<file path="config.mk">
export PLATFORM = sky130hd
export DESIGN_NAME = sprite_frame_scheduler
export DESIGN_NICKNAME = d
export VERILOG_FILES = /design/src/rtl/sprite_frame_scheduler.sv
export SDC_FILE = /design/constraint.sdc
export NUM_CORES = 1
export LEC_CHECK = 0
export ABC_AREA = 1
export CORE_ASPECT_RATIO = 0.75
export CORE_MARGIN = 1.5
export CORE_UTILIZATION = 50
export CTS_CLUSTER_DIAMETER = 120
export DETAILED_ROUTE_END_ITERATION = 12
export PLACE_DENSITY = 0.75
export RECOVER_POWER = 50
export SLEW_MARGIN = 10
export SYNTH_ARGS = -nofsm -noshare
export SYNTH_HDL_FRONTEND = slang
export SYNTH_SLANG_ARGS = --single-unit
</file>
<file path="constraint.sdc">
create_clock -name CLOCK_50 -period 10.4 [get_ports CLOCK_50]
set_input_delay 1.56 -clock CLOCK_50 [delete_from_list [all_inputs] [get_ports CLOCK_50]]
set_output_delay 1.56 -clock CLOCK_50 [all_outputs]
set_load 0.005 [all_outputs]
</file>
<file path="src/rtl/sprite_frame_scheduler.sv">
// Per frame tick: erase every sprite at its previous position, then redraw at the new one, one pixel per cycle (mirroring via SPR_FLIP_EN).
// Fixed latency: busy for 2*NUM_SPRITES*SPR_W*SPR_H+1 cycles; no backpressure, ticks while busy are dropped and flagged.
module sprite_frame_scheduler #(
  parameter int NUM_SPRITES = 6,
  parameter int SPR_W       = 8,
  parameter int SPR_H       = 8,
  parameter int X_W         = 8,
  parameter int Y_W         = 7,
  parameter int COLOUR_W    = 3,
  parameter int SCREEN_W    = 160,
  parameter int SCREEN_H    = 120,
  parameter int BG_COLOUR   = 0
) (
  input  logic                            CLOCK_50,
  input  logic                            reset,
  input  logic                            frame_tick,
  input  logic [NUM_SPRITES-1:0]          spr_en,
  input  logic [NUM_SPRITES*X_W-1:0]      spr_x,
  input  logic [NUM_SPRITES*Y_W-1:0]      spr_y,
  input  logic [NUM_SPRITES*COLOUR_W-1:0] spr_colour,
  input  logic [SPR_W*SPR_H-1:0]          spr_mask,
`ifdef SPR_FLIP_EN
  input  logic [NUM_SPRITES-1:0]          spr_flip,
`endif
  output logic [X_W-1:0]                  x_out,
  output logic [Y_W-1:0]                  y_out,
  output logic [COLOUR_W-1:0]             colour_out,
  output logic                            plot,
  output logic                            busy,
  output logic                            frame_done,
  output logic                            overrun
);

  localparam int P  = SPR_W * SPR_H;
  localparam int IW = (NUM_SPRITES > 1) ? $clog2(NUM_SPRITES) : 1;
  localparam int RW = (SPR_H > 1) ? $clog2(SPR_H) : 1;
  localparam int CW = (SPR_W > 1) ? $clog2(SPR_W) : 1;
  localparam int MW = (P > 1) ? $clog2(P) : 1;

  typedef enum logic [1:0] {IDLE, ERASE, DRAW, DONE} state_t;

  state_t          state, nxt_state;
  logic [IW-1:0]   cur_i, nxt_i;
  logic [RW-1:0]   cur_r, nxt_r;
  logic [CW-1:0]   cur_c, nxt_c;

  logic [NUM_SPRITES-1:0] old_en, new_en;
  logic [X_W-1:0]         old_x [NUM_SPRITES];
  logic [X_W-1:0]         new_x [NUM_SPRITES];
  logic [Y_W-1:0]         old_y [NUM_SPRITES];
  logic [Y_W-1:0]         new_y [NUM_SPRITES];
  logic [COLOUR_W-1:0]    new_colour [NUM_SPRITES];
`ifdef SPR_FLIP_EN
  logic [NUM_SPRITES-1:0] old_flip, new_flip;
`endif

  // The counters name the pixel currently on the outputs; nxt_* is the pixel registered at the next edge.
  always_comb begin
    nxt_state = state;
    nxt_i     = cur_i;
    nxt_r     = cur_r;
    nxt_c     = cur_c;
    case (state)
      IDLE: begin
        if (frame_tick) begin
          nxt_state = ERASE;
          nxt_i     = '0;
          nxt_r     = '0;
          nxt_c     = '0;
        end
      end
      ERASE, DRAW: begin
        if (cur_c != CW'(SPR_W - 1)) begin
          nxt_c = cur_c + 1'b1;
        end else begin
          nxt_c = '0;
          if (cur_r != RW'(SPR_H - 1)) begin
            nxt_r = cur_r + 1'b1;
          end else begin
            nxt_r = '0;
            if (cur_i != IW'(NUM_SPRITES - 1)) begin
              nxt_i = cur_i + 1'b1;
            end else begin
              nxt_i     = '0;
              nxt_state = (state == ERASE) ? DRAW : DONE;
            end
          end
        end
      end
      DONE:    nxt_state = IDLE;
      default: nxt_state = IDLE;
    endcase
  end

  logic                sel_en, sel_flip, nxt_plot;
  logic [X_W-1:0]      sel_x;
  logic [Y_W-1:0]      sel_y;
  logic [COLOUR_W-1:0] sel_col;
  logic [CW-1:0]       mask_c;
  logic [MW-1:0]       mask_idx;
  logic [X_W:0]        px;
  logic [Y_W:0]        py;

  always_comb begin
    sel_flip = 1'b0;
    if (nxt_state == DRAW) begin
      sel_en  = new_en[nxt_i];
      sel_x   = new_x[nxt_i];
      sel_y   = new_y[nxt_i];
      sel_col = new_colour[nxt_i];
`ifdef SPR_FLIP_EN
      sel_flip = new_flip[nxt_i];
`endif
    end else begin
      sel_en  = old_en[nxt_i];
      sel_x   = old_x[nxt_i];
      sel_y   = old_y[nxt_i];
      sel_col = COLOUR_W'(BG_COLOUR);
`ifdef SPR_FLIP_EN
      sel_flip = old_flip[nxt_i];
`endif
    end
    mask_c   = sel_flip ? (CW'(SPR_W - 1) - nxt_c) : nxt_c;
    mask_idx = MW'(nxt_r * SPR_W) + MW'(mask_c);
    // Computed one bit wider so the clip test sees the true coordinate.
    px       = {1'b0, sel_x} + (X_W+1)'(nxt_c);
    py       = {1'b0, sel_y} + (Y_W+1)'(nxt_r);
    nxt_plot = (nxt_state == ERASE || nxt_state == DRAW) && sel_en && spr_mask[mask_idx] &&
               (px < (X_W+1)'(SCREEN_W)) && (py < (Y_W+1)'(SCREEN_H));
  end

  always_ff @(posedge CLOCK_50 or negedge reset) begin
    if (!reset) begin
      state      <= IDLE;
      cur_i      <= '0;
      cur_r      <= '0;
      cur_c      <= '0;
      x_out      <= '0;
      y_out      <= '0;
      colour_out <= '0;
      plot       <= 1'b0;
      busy       <= 1'b0;
      frame_done <= 1'b0;
      overrun    <= 1'b0;
      old_en     <= '0;
      new_en     <= '0;
`ifdef SPR_FLIP_EN
      old_flip   <= '0;
      new_flip   <= '0;
`endif
      for (int k = 0; k < NUM_SPRITES; k++) begin
        old_x[k]      <= '0;
        old_y[k]      <= '0;
        new_x[k]      <= '0;
        new_y[k]      <= '0;
        new_colour[k] <= '0;
      end
    end else begin
      state <= nxt_state;
      cur_i <= nxt_i;
      cur_r <= nxt_r;
      cur_c <= nxt_c;
      if (state == IDLE && frame_tick) begin
        new_en <= spr_en;
`ifdef SPR_FLIP_EN
        new_flip <= spr_flip;
`endif
        for (int k = 0; k < NUM_SPRITES; k++) begin
          new_x[k]      <= spr_x[k*X_W +: X_W];
          new_y[k]      <= spr_y[k*Y_W +: Y_W];
          new_colour[k] <= spr_colour[k*COLOUR_W +: COLOUR_W];
        end
      end
      if (state != IDLE && frame_tick) overrun <= 1'b1;
      if (state == DONE) begin
        old_en <= new_en;
        old_x  <= new_x;
        old_y  <= new_y;
`ifdef SPR_FLIP_EN
        old_flip <= new_flip;
`endif
      end
      busy       <= (nxt_state != IDLE);
      frame_done <= (nxt_state == DONE);
      plot       <= nxt_plot;
      if (nxt_state == ERASE || nxt_state == DRAW) begin
        x_out      <= px[X_W-1:0];
        y_out      <= py[Y_W-1:0];
        colour_out <= sel_col;
      end
    end
  end

endmodule

</file>
==> results.txt, run 1 <==
* Io pins: 203
- In this run the vertical extent of the chip is 140.0 µm.
- M2 GR Usage: 0.3932
- Share of final-layout standard cells stronger than drive strength 1: 0.1177
* Final cell area excluding filler cells: 15300 µm²
* HPWL reported at the end of detailed placement: 22200 µm
- Die area: 26000 µm²
- The finished layout holds 1937 standard cells, fillers aside.
* Predominant post-synthesis flop cell: sky130_fd_sc_hd__dfrtp_1
* Cell leakage power: 0.007259 µW
- Number of maximum-capacitance constraint violations: 4
- Each instance of the synthesized netlist takes up on average 8.705 µm².
- The number of global-route vias before repair came to 10.32k.
- The multi-input combinational cells in the finished layout cover a total of 5436 µm².
- Top cell by count, worst path: sky130_fd_sc_hd__nand2_1
- After detailed routing, the total wire length is 32770 µm.
* # DRC: 0
* Post-synth design cell area: 12520 µm²
* Average vias per placed instance: 5.461
* Total nets after synthesis: 1638
- Library cell contributing the largest single delay on the critical path: sky130_fd_sc_hd__nand2_1
- Post-route clock skew: 0.01026 ns
- Count of antenna-violating nets left after detailed routing: 0
- Synthesized instance count: 1438
- The number of placed instances, taps included, is 1892.
- Counting the fill cells in the layout gives 2103.
- Of the total power, combinational logic draws 0.050.
* Final critical delay including setup and external delays: 6.728 ns
* Initial Utilization: 0.5156
- The clock passes through at most 3 buffers.
* Number of placement rows: 49
- GRT Overall Usage: 0.2555
- met2 is the most crowded layer.
* Result of the run: finished, violations left
- Violated checks: capacitance limit, slew limit
- Hold-fix buffers at CTS: 0
- The kind of cell with the highest combined delay along the critical path is buffers and inverters.
* Number of DRC markers in iteration 0: 866
- In the final routed layout, each cell accounts on average for 16.92 µm.
- The worst setup path is of the primary input to flip-flop kind.
- The largest single stage delay on the critical path is 1.18 ns.
- Endpoint kind of the worst setup timing path: flip-flop
* Number of antenna violations at the first check in global routing: 0
- Dividing total power by cell area gives a power density of 122.8 nW/µm².
- STA classifies the critical path startpoint as a primary input.
* Final-stage net count: 1788
- Flip-flop and latch count after synthesis: 243
- The final-report max-slew violation count came to 260.
- Unrepaired setup endpoints after global routing: no
- Clk root buf: sky130_fd_sc_hd__clkbuf_16
* Number of clock buffers inserted by TritonCTS: 25
- Actual transition at the worst max-transition pin: 4.320 ns
* Wire length of the first global-routing pass: 53020 µm
* Proportion of total power due to net switching: 0.2128
- Synthesis instantiated 41 different standard cells from the library.
- Maximum number of pins on one net before global-route repair: 187
* Detailed-router iteration count before antenna repair: 6
- Placed inst area: 14590 µm²
* Area growth syn-to-layout: 22.26%
- The analysis attributes to net switching a power of 399.8 µW.
- Fraction of synthesis flops using an asynchronous set or reset pin: 1.000
* Internal Pwr Total: 1479 µW
- Post-CTS repair changed the size of 0 cells.
- Headroom to the max-slew limit came out at -1.880.
* Synthesis warning total: 0
- Total number of clock tree sinks: 243
- At the end of routability-driven placement, the weighted congestion stood at 0.8579.
- CTS built an H-tree with a depth of 1.
* Share of power burned in the clock network: 0.447
* Ordered cell list for the critical path: dlygate4sd3_1, nand2_1, a31oi_1, inv_1, ha_1, buf_4, clkinv_1, o211ai_1, a32o_1, ha_1, inv_1, fa_1, inv_1, nand2_1, nand2_1, inv_1, nor2_2, nand3_1, nand2_1, nand2_1, nand2_1, nand2_1, nand2_1, nor2_2
- The tightest min-delay check is of the flip-flop to flip-flop type.
- Setup violations remaining at the end of the flow were counted as 0.
- Of all nets on the critical path, the largest fanout is 43.
- Crit path buf inv count: 7
- Derived from the worst setup path, the maximum achievable clock frequency is 148.6 MHz.
- Total inserted antenna cells: 0
* Sequential cell area in the final layout: 6081 µm²
* Buffers added on ports: 202
* Routed via count: 10.58k
* TritonCTS clock tree: built
- Setup total negative slack on the finished layout was measured at 0 ns.
- Sequential Power Share: 0.503
* Data required time of the critical path: 10.82 ns
- The die is 185.7 µm wide.
- STA puts the critical path data arrival time at 7.14 ns.
* Total setup buffers inserted after CTS: 0
- Post-CTS clock slew at the launch and capture registers of the worst setup and hold paths: 0.06 ns
* Number of enable flip-flop cells after synthesis: 0
* Worst skew pair latency: 0.52 ns
* Overall overflow remaining after global route: 0
- The number of hold violations in the final report was 0.
- Peak ir drop on the vdd network: 0.1235 mV
* Sequential area share after synthesis: 0.4858
* Core area: 24280 µm²
- Dividing the final minimum period by the clock period gives 0.6470.
* Met1 usage in global routing: 0.3744
- Met3 demand-to-capacity share in global routing: 0.04914
[metal layers]
layer  up-vias  part of all wire
met2       382              0.44
met4         0             0.017
met5         -                 0
li1       5051                 -
met1      5100              0.45
met3        45             0.086
[stage by stage]
stage	power (µW)	utilization	hold slack, ns	setup slack (ns)
2_1_floorplan	969.5	-	0.4498	5.462
3_3_place_gp	1059	0.6009	0.4562	4.358
3_5_place_dp	1059	0.6009	0.4630	4.275
4_1_cts	1894	0.6321	0.4779	4.773
5_1_grt	1937	0.6304	0.4970	3.242
6_report	1879	0.6304	0.4784	3.672
[worst paths after layout]
kind / start / endpoint / slack, ns / depth (start not counted)
setup / recovery: frame_tick / plot$_DFF_PN0_ / 3.67 / 24
hold / removal: new_x[3]$_DFFE_PN0P_ / old_x[3]$_DFFE_PN0N_ / 0.48 / 2
setup reg to reg: state[0]$_DFF_PN0_ / plot$_DFF_PN0_ / 4.53 / 25
hold reg to reg: new_x[3]$_DFFE_PN0P_ / old_x[3]$_DFFE_PN0N_ / 0.48 / 2
max in group asynchronous: reset / new_y[36]$_DFFE_PN0P_ / 6.19 / 2
min in group asynchronous: reset / new_y[25]$_DFFE_PN0P_ / 2.11 / 1
[power groups by stage]
stage          clock, µW  combinational, µW  sequential [µW]
3_5_place_dp           0               96.3              963
2_1_floorplan          0               6.52              963
6_report             839               94.3              945
5_1_grt              889                103              945
3_3_place_gp           0               96.4              963
4_1_cts              852               97.1              945
[synth_stat cells (7+ instances only)]
cell,count,area share
sky130_fd_sc_hd__nand2_1,311,0.093
sky130_fd_sc_hd__dfrtp_1,243,0.49
sky130_fd_sc_hd__nand3_1,141,0.056
sky130_fd_sc_hd__inv_1,132,0.040
sky130_fd_sc_hd__mux2_2,111,0.10
sky130_fd_sc_hd__o21ai_0,107,0.043
sky130_fd_sc_hd__nor2_1,105,0.031
sky130_fd_sc_hd__a21oi_1,55,0.022
sky130_fd_sc_hd__clkbuf_1,40,0.012
sky130_fd_sc_hd__o211ai_1,24,0.014
sky130_fd_sc_hd__buf_2,21,0.0084
sky130_fd_sc_hd__ha_1,17,0.017
sky130_fd_sc_hd__o21ai_1,15,0.0060
sky130_fd_sc_hd__buf_6,12,0.011
sky130_fd_sc_hd__nand2_2,11,0.0055
sky130_fd_sc_hd__nand3b_1,11,0.0066
sky130_fd_sc_hd__o22ai_1,8,0.0040
sky130_fd_sc_hd__a31oi_1,7,0.0035
sky130_fd_sc_hd__buf_1,7,0.0021
sky130_fd_sc_hd__buf_4,7,0.0042
[worst reg2reg max path: stages (launching register included)]
cell	delay (ns)
sky130_fd_sc_hd__dfrtp_1	0.40
sky130_fd_sc_hd__inv_1	0.08
sky130_fd_sc_hd__ha_1	0.27
sky130_fd_sc_hd__nand2_1	1.19
sky130_fd_sc_hd__a31oi_1	0.35
sky130_fd_sc_hd__inv_1	0.17
sky130_fd_sc_hd__ha_1	0.17
sky130_fd_sc_hd__buf_4	0.41
sky130_fd_sc_hd__clkinv_1	0.74
sky130_fd_sc_hd__o211ai_1	0.33
sky130_fd_sc_hd__a32o_1	0.23
sky130_fd_sc_hd__ha_1	0.18
sky130_fd_sc_hd__inv_1	0.06
sky130_fd_sc_hd__fa_1	0.38
sky130_fd_sc_hd__inv_1	0.07
sky130_fd_sc_hd__nand2_1	0.07
sky130_fd_sc_hd__nand2_1	0.06
sky130_fd_sc_hd__inv_1	0.06
sky130_fd_sc_hd__nor2_2	0.15
sky130_fd_sc_hd__nand3_1	0.08
sky130_fd_sc_hd__nand2_1	0.06
sky130_fd_sc_hd__nand2_1	0.07
sky130_fd_sc_hd__nand2_1	0.07
sky130_fd_sc_hd__nand2_1	0.05
sky130_fd_sc_hd__nand2_1	0.06
sky130_fd_sc_hd__nor2_2	0.03
[registers in the layout (all words and copies together), names as in the netlist, 2 cells and up]
signal / count
x_out: 8
y_out: 7
old_en: 6
cur_r: 3
new_en: 6
colour_out: 3
new_colour: 18
new_y: 42
cur_c: 3
old_x: 48
old_y: 42
cur_i: 3
state: 2
new_x: 48
[final cells by class]
type,count,area share
sequential,243,0.3973
multi-input combinational,967,0.3552
timing repair buffer,210,0.1362
clock buffer,35,0.04594
inverter,141,0.03458
tap,331,0.02706
clock inverter,10,0.003679
[layout by cell type, fill, tap and decap left out, types with 8 or more instances in the layout]
cell type	synthesis	layout
sky130_fd_sc_hd__clkinv_2	0	8
sky130_fd_sc_hd__nand2_1	311	312
sky130_fd_sc_hd__ha_1	17	17
sky130_fd_sc_hd__nor2_1	105	105
sky130_fd_sc_hd__mux2_2	111	111
sky130_fd_sc_hd__o21ai_1	15	15
sky130_fd_sc_hd__nand2_2	11	10
sky130_fd_sc_hd__o21ai_0	107	107
sky130_fd_sc_hd__clkbuf_1	40	8
sky130_fd_sc_hd__inv_1	132	132
sky130_fd_sc_hd__clkdlybuf4s50_1	0	200
sky130_fd_sc_hd__o211ai_1	24	24
sky130_fd_sc_hd__dfrtp_1	243	243
sky130_fd_sc_hd__o22ai_1	8	8
sky130_fd_sc_hd__nand3b_1	11	11
sky130_fd_sc_hd__a21oi_1	55	55
sky130_fd_sc_hd__clkbuf_16	0	25
sky130_fd_sc_hd__nand3_1	141	141
[kinds of logic (layout without fill, tap and decap cells)]
kind of cell,after synthesis,count (layout),share of synthesized area
buf+inv,228,396,0.07976
xor+xnor,1,1,0.0006998
mux,111,111,0.09985
fa+ha+maj,19,19,0.02019
simple gates,602,602,0.2076
flops,243,243,0.4858
compound gates,234,234,0.1061
Power figures use the tool's default switching activity.
==> inputs of run 2 (changes only) <==
- CORE_UTILIZATION: 50 -> 49
- PLACE_DENSITY: 0.75 -> 0.77
- clock period: 10.4 -> 5.9 ns (I/O delays scaled with it)
==> run 2 against run 1 <==
  * Clock skew shrank 0.0030 ns
  * Largest power group is now clock
  * Critical endpoint unchanged
  * Global-route usage fell by 1.4 points
  * First-iteration DRC count decreased by 4.6%
  * Sequential power up 77%
  * Largest cell class unchanged
  * Highest routed layer unchanged
  * Critical path type is now flip-flop to flip-flop
  * The flow still finishes with violations (capacitance limit, slew limit)
==> results.txt, run 2 (synthesized netlist as in run 1, its figures left out) <==
- Overall overflow remaining after global route: 0
- In the finished design, the share of the clock period the worst path needs comes to 0.8198.
- Post-cts sizing count: 0
- Port buffering added 202 buffers.
* M2 GR Usage: 0.3715
* Endpoint kind of the worst setup timing path: flip-flop
- Floorplan die width: 187.6 µm
- The smallest clock period supported by the final layout is computed as 4.837 ns.
* Number of DRC markers in iteration 0: 826
- Register-to-Register Setup Slack: 1.06 ns
- Peak ir drop on the vdd network: 0.1906 mV
- Critical path start-end classification: flip-flop to flip-flop
- After clock tree synthesis, the clock-pin slew on the worst setup and hold paths is 0.06 ns.
- Dividing the detail-routed via count by the number of cells gives 5.400.
- In the routed design, unresolved DRC markers number 0.
- Die area: 26520 µm²
- The layer flagged by global routing as most heavily used is met2.
* Commonest non-fill, non-tap cell in the layout: sky130_fd_sc_hd__nand2_1
- Total number of clock tree sinks: 243
- Setup_tns: 0 ns
- Count of antenna-violating nets left after detailed routing: 0
- Number of pins with negative max-slew slack in the final report: 334
* Result of the run: finished, violations left
- For this block, the via count after detailed routing is 10.51k.
* Total inserted antenna cells: 0
- The largest registers in the layout are new_x x48, old_x x48.
- In this run the power density over the cells is 227.7 nW/µm².
- The floorplan step defined a core boundary enclosing 25020 µm².
- Routed wire length: 32350 µm
* Met3 demand-to-capacity share in global routing: 0.04427
* Most used cells in the layout excluding fill and tap cells: sky130_fd_sc_hd__nand2_1, sky130_fd_sc_hd__dfrtp_1, sky130_fd_sc_hd__clkdlybuf4s50_1
- The number of hold violations in the final report is 0.
* Total setup violations reported at the end of the flow: 0
- Met1 usage in global routing: 0.3549
- Worst skew pair latency: 0.53 ns
- Entering global routing, the biggest net connects 123 pins.
* Arrival time of data at the critical path endpoint: 5.25 ns
* Cell leakage power: 0.007339 µW
* Pre-CTS setup slack: 0.9127 ns
* Io pins: 203
* Maximum buffer depth of the clock tree: 3
- After filler insertion, the fill cell instance count of the layout stands at 2094.
- Worst hold slack across all endpoints: 0.4789 ns
- The die is 141.4 µm tall.
* GRT Overall Usage: 0.2419
- The final reports fail on capacitance limit, slew limit.
* Unrepaired setup endpoints after global routing: no
* Number of H-tree branching levels: 1
- After detailed routing, the average wire length per cell comes to 16.62 µm.
- The path class of the tightest hold or removal check is flip-flop to flip-flop.
- Buffers inserted to repair hold after CTS numbered 0.
* Crit path buf inv count: 6
- The first global-routing pass estimated 51970 µm of wire.
- Number of antenna violations at the first check in global routing: 0
- Number of placement rows: 50
- Worst Setup Start Kind: flip-flop
- Actual transition at the worst max-transition pin: 3.079 ns
- Kind of cell with the highest combined delay on the critical path: simple AND/OR/NAND/NOR gates
* Number of maximum-capacitance constraint violations: 3
- TritonCTS created 25 clock buffers.
* Clk root buf: sky130_fd_sc_hd__clkbuf_16
- At the end of the flow, the number of nets in the layout was 1792.
- For this run, the top clock speed supported by timing is 206.8 MHz.
- Data on the critical path is required at its endpoint by 6.32 ns.
- In this design, the critical path's most frequently occurring cell is sky130_fd_sc_hd__nand2_1.
* Library cell contributing the largest single delay on the critical path: sky130_fd_sc_hd__nor4_1
* Share of final-layout standard cells stronger than drive strength 1: 0.1224
- Total setup buffers inserted after CTS: 0
- Initial Utilization: 0.5003
- Clock skew on the completed layout was measured at 0.007269 ns.
* Remaining max-slew budget at the tightest pin: -1.052
- The largest single stage delay on the critical path is 0.56 ns.
- At the end of routability-driven placement, the weighted congestion stood at 0.8964.
- Area growth syn-to-layout: 23.51%
* Vias in the first global route: 10.01k
- HPWL reported at the end of detailed placement: 22210 µm
* Detailed-router iteration count before antenna repair: 5
* TritonCTS clock tree: built
- Across all setup checks in the final design, the least slack found is 1.063 ns.
* Final core utilization: 0.6179
* Largest driver fanout on the critical path: 13
run 2: report_power, final:
group / internal, µW / switching, µW
logic: 109 / 56.3
clock network: 1030 / 653
registers: 1670 / 0.00000000000000815
run 2: cell type report:
cell class                      count  area (µm²)  share of cell area
Clock buffer                       32       681.9             0.04410
Clock inverter                     12       195.2             0.01262
Inverter                          141       529.3             0.03423
Multi-Input combinational cell    967        5444              0.3521
Sequential cell                   243        6081              0.3933
Tap cell                          338       422.9             0.02735
Timing Repair Buffer              214        2107              0.1363
run 2: final timing paths:
path / cells past startpoint / endpoint / startpoint
worst max-delay path: 26 / plot$_DFF_PN0_ / state[1]$_DFF_PN0_
worst min-delay path: 2 / old_x[39]$_DFFE_PN0N_ / new_x[39]$_DFFE_PN0P_
worst max register to register: 26 / plot$_DFF_PN0_ / state[1]$_DFF_PN0_
worst min register to register: 2 / old_x[39]$_DFFE_PN0N_ / new_x[39]$_DFFE_PN0P_
max in group asynchronous: 2 / old_x[16]$_DFFE_PN0N_ / reset
min in group asynchronous: 1 / new_y[31]$_DFFE_PN0P_ / reset
run 2: worst register-to-register path: stages (launching register included):
cell and delay (ns):
sky130_fd_sc_hd__dfrtp_1 0.42, sky130_fd_sc_hd__inv_1 0.09, sky130_fd_sc_hd__ha_1 0.30, sky130_fd_sc_hd__nor4_1 0.56, sky130_fd_sc_hd__nand2_1 0.12, sky130_fd_sc_hd__nand2_1 0.09
sky130_fd_sc_hd__a31oi_1 0.07, sky130_fd_sc_hd__inv_1 0.12, sky130_fd_sc_hd__ha_1 0.50, sky130_fd_sc_hd__clkinv_1 0.50, sky130_fd_sc_hd__o211ai_1 0.24, sky130_fd_sc_hd__a32o_1 0.23
sky130_fd_sc_hd__ha_1 0.19, sky130_fd_sc_hd__inv_1 0.06, sky130_fd_sc_hd__fa_1 0.39, sky130_fd_sc_hd__inv_1 0.10, sky130_fd_sc_hd__nand2_1 0.08, sky130_fd_sc_hd__nand2_1 0.07
sky130_fd_sc_hd__inv_1 0.05, sky130_fd_sc_hd__nor2_2 0.14, sky130_fd_sc_hd__nand3_1 0.09, sky130_fd_sc_hd__nand2_1 0.07, sky130_fd_sc_hd__nand2_1 0.07, sky130_fd_sc_hd__nand2_1 0.06
sky130_fd_sc_hd__nand2_1 0.04, sky130_fd_sc_hd__nand2_1 0.06, sky130_fd_sc_hd__nor2_2 0.03
run 2: metal layers:
| layer | vias to the layer above | routed length [µm] | part of all wire |
|---|---|---|---|
| met5 | - | 0 | 0 |
| met4 | 0 | 670 | 0.021 |
| met3 | 39 | 2376 | 0.073 |
| met2 | 392 | 14330 | 0.44 |
| met1 | 5025 | 14970 | 0.46 |
| li1 | 5057 | - | - |
run 2: stage by stage:
stage / instance area, µm² / power [µW] / std cells
after floorplan: 12520 / 1709 / 1438
after global placement: 14630 / 1868 / 1903
after detailed placement: 14630 / 1868 / 1903
after CTS: 15500 / 3549 / 1947
after global routing: 15460 / 3623 / 1947
final: 15460 / 3520 / 1947
==> inputs of run 3 (changes only) <==
- CORE_UTILIZATION: 49 -> 50
- PLACE_DENSITY: 0.77 -> 0.75
- clock period: 5.9 -> 4.65 ns (I/O delays scaled with it)
==> run 3 against run 2 <==
  * First-iteration DRC count grew 6.1%
  * Via count grew 1.4%
  * Non-clock buffer count rose by 13
  * The run still ends with capacitance limit, slew limit left
  * Critical path depth fell by 3
  * Core utilization up 2.2 points
  * Critical endpoint unchanged
  * Largest power group is now sequential cells
  * Register-to-register slack got worse by 0.60 ns
  * Maximum frequency increased by 16%
  * Final cell count grew 0.31%
  * Count of clock-buffer cells in the layout grew 3
==> results.txt, run 3 (synthesized netlist as in run 1, its figures left out) <==
* Logic depth of the worst path, buffers included: 23
- Number of filler cells placed in the layout: 2075
- Library cell contributing the largest single delay on the critical path: sky130_fd_sc_hd__fa_1
- The clock drives 243 sinks.
- Most used cells in the layout excluding fill and tap cells: sky130_fd_sc_hd__nand2_1, sky130_fd_sc_hd__dfrtp_1, sky130_fd_sc_hd__clkdlybuf4s50_1
- Arrival time of data at the critical path endpoint: 4.60 ns
- Internal Pwr Total: 3501 µW
- The worst register-to-register path has a depth of 23.
- Power Dens Cells: 283.8 nW/µm²
- Across every metal layer, demand over resource in global routing totals 0.2562.
- The final route contains 10.66k vias.
- The first TritonRoute pass finished after 6 iterations.
- The clock period could shrink to 4.184 ns.
- The worst hold path was traced through 2 stages.
* Area of the multi-input gates: 5460 µm²
* Routability congestion estimate: 0.8891
- Dividing the detail-routed wire length by the instance count gives 16.96 µm.
* Worst r2r src: cur_c[0]$_DFF_PN0_
* Share of power burned in the clock network: 0.472
- Number of DRC markers in iteration 0: 876
- Overall overflow remaining after global route: 0
* Cell leakage power: 0.007382 µW
- Initial Utilization: 0.5156
- The worst setup path is captured at a flip-flop.
* Average vias per placed instance: 5.456
- The critical path contains buffers and inverters numbering 4 combined.
- Across all register-to-register paths, the minimum setup slack is 0.47 ns.
- Area growth syn-to-layout: 24.03%
* Proportion of total power due to net switching: 0.2055
- Placed inst area: 14720 µm²
* Kind of cell with the highest combined delay on the critical path: adder cells
- Endpoint of the lowest-slack register-to-register path: plot$_DFF_PN0_
- Total setup buffers inserted after CTS: 0
- The detail route stage leaves a number of antenna-violating nets equal to 0.
- VDD sags by at most 0.2409 mV.
- In the final layout, flip-flops and latches occupy 6081 µm².
- No sink is reached through more buffers than the 3 on the longest clock path.
- The share of total power dissipated in combinational logic is 0.048.
- Of the total power, registers draw 0.480.
- The number of global-route vias before repair came to 10.04k.
* Actual transition at the worst max-transition pin: 2.982 ns
* Fmax: 239.0 MHz
* Total setup violations reported at the end of the flow: 0
- Of the available clock period, the critical path in the final layout requires 0.8998.
- Hold-fix buffers at CTS: 0
- The largest single stage delay on the critical path is 0.46 ns.
- The number of gates resized after CTS was 0.
* Reported net switching power: 905.6 µW
- Placed Cells: 1909
* TritonCTS clock tree: built
- Ordered cell list for the critical path: ha_1, ha_1, nand2_1, nor4_2, inv_1, a31oi_1, inv_1, ha_2, clkinv_1, o211ai_1, a32o_1, ha_1, fa_1, nand2_1, nand2_1, inv_1, nor2_4, nand2_1, nand3_1, nor2_1, nand2_1, nand2_1, nor2_2
- The die covers 26000 µm².
- In the routed design, unresolved DRC markers number 0.
- Total power: 4407 µW
- Number of clock buffers inserted by TritonCTS: 25
* Unrepaired setup endpoints after global routing: no
- The clock arrives with 0.01924 ns of skew.
- Core area: 24280 µm²
- In this run the worst path has a maximum fanout of 9.
* Share of final-layout standard cells stronger than drive strength 1: 0.1313
- In this run the vertical extent of the chip is 140.0 µm.
- Floorplan die width: 185.7 µm
- Total inserted antenna cells: 0
* Routed wire length: 33120 µm
* Io pins: 203
- The min-delay analysis places its worst path in the category flip-flop to flip-flop.
- Worst skew pair latency: 0.54 ns
* Fin cells: 1953
- Number of pins with negative max-slew slack in the final report: 266
- The largest registers in the layout are new_x x48, old_x x48.
- After routing the design area is 15530 µm².
* Number of maximum-capacitance constraint violations: 2
* Setup_tns: 0 ns
- Number of H-tree branching levels: 1
- Violated checks: capacitance limit, slew limit
- The flow ran to the end, but the final reports show violations.
* Final-stage net count: 1805
* Commonest non-fill, non-tap cell in the layout: sky130_fd_sc_hd__nand2_1
- STA classifies the critical path startpoint as a flip-flop.
- The initial antenna violation count was 0.
- Remaining max-slew budget at the tightest pin: -0.9880
- HPWL reported at the end of detailed placement: 23240 µm
- Among the stages of the critical path, the cell type that occurs most often is sky130_fd_sc_hd__nand2_1.
- The critical path ends at plot$_DFF_PN0_.
* Buffers added on ports: 202
- Number of placement rows: 49
- The number of hold violations in the final report was 0.
- Data required time of the critical path: 5.07 ns
- Tracing the worst setup path back leads to its startpoint at cur_c[0]$_DFF_PN0_.
- Entering global routing, the biggest net connects 156 pins.
- After clock tree synthesis, the clock-pin slew on the worst setup and hold paths is 0.06 ns.
- The critical path in this run is classified as flip-flop to flip-flop.
* Wire length of the first global-routing pass: 52950 µm
* Final core utilization: 0.6395
- In this run the clock root is driven by a sky130_fd_sc_hd__clkbuf_16.
[run 3: power by group through the flow]
stage          logic [µW]  registers (µW)  clock network [µW]
6_report              213            2110                2080
4_1_cts               220            2110                2110
3_3_place_gp          217            2150                   0
2_1_floorplan        14.6            2150                   0
3_5_place_dp          218            2150                   0
5_1_grt               233            2110                2190
[run 3: worst min-delay path by stage]
stage | to | startpoint | slack [ns]
2_1_floorplan | busy$_DFF_PN0_ | reset | 0.40
3_3_place_gp | old_x[39]$_DFFE_PN0N_ | new_x[39]$_DFFE_PN0P_ | 0.46
3_5_place_dp | old_x[3]$_DFFE_PN0N_ | new_x[3]$_DFFE_PN0P_ | 0.46
4_1_cts | old_y[4]$_DFFE_PN0N_ | reset | 0.26
5_1_grt | old_x[37]$_DFFE_PN0N_ | new_x[37]$_DFFE_PN0P_ | 0.49
6_report | old_y[4]$_DFFE_PN0N_ | new_y[4]$_DFFE_PN0P_ | 0.47
[run 3: area by class of cell]
cell class / count / share of cell area
inverters: 141 / 0.03409
well taps: 331 / 0.02667
multi-input cells: 967 / 0.3517
repair buffers: 227 / 0.1412
flip-flops and latches: 243 / 0.3917
clock inverters: 9 / 0.008139
clock buffers: 35 / 0.04658
[run 3: per-layer routing]
metal,part of all wire,routed length [µm],GRT usage
met5,0,0,0
met2,0.44,14510,0.3883
met4,0.022,725,0.06494
met3,0.077,2550,0.04368
met1,0.46,15330,0.3815
[run 3: stage by stage]
stage,setup slack (ns),hold WS [ns]
floorplan,0.4754,0.4019
global placement,0.4816,0.4562
detailed placement,0.3477,0.4635
CTS,0.2944,0.2579
global route,0.1356,0.4936
finish,0.4657,0.4741
[run 3: worst min-delay path, delay by kind of cell, from the launching register on]
family	cells	cell delay [ns]
compound gates	1	0.06
simple gates	1	0.04
flops	1	0.34
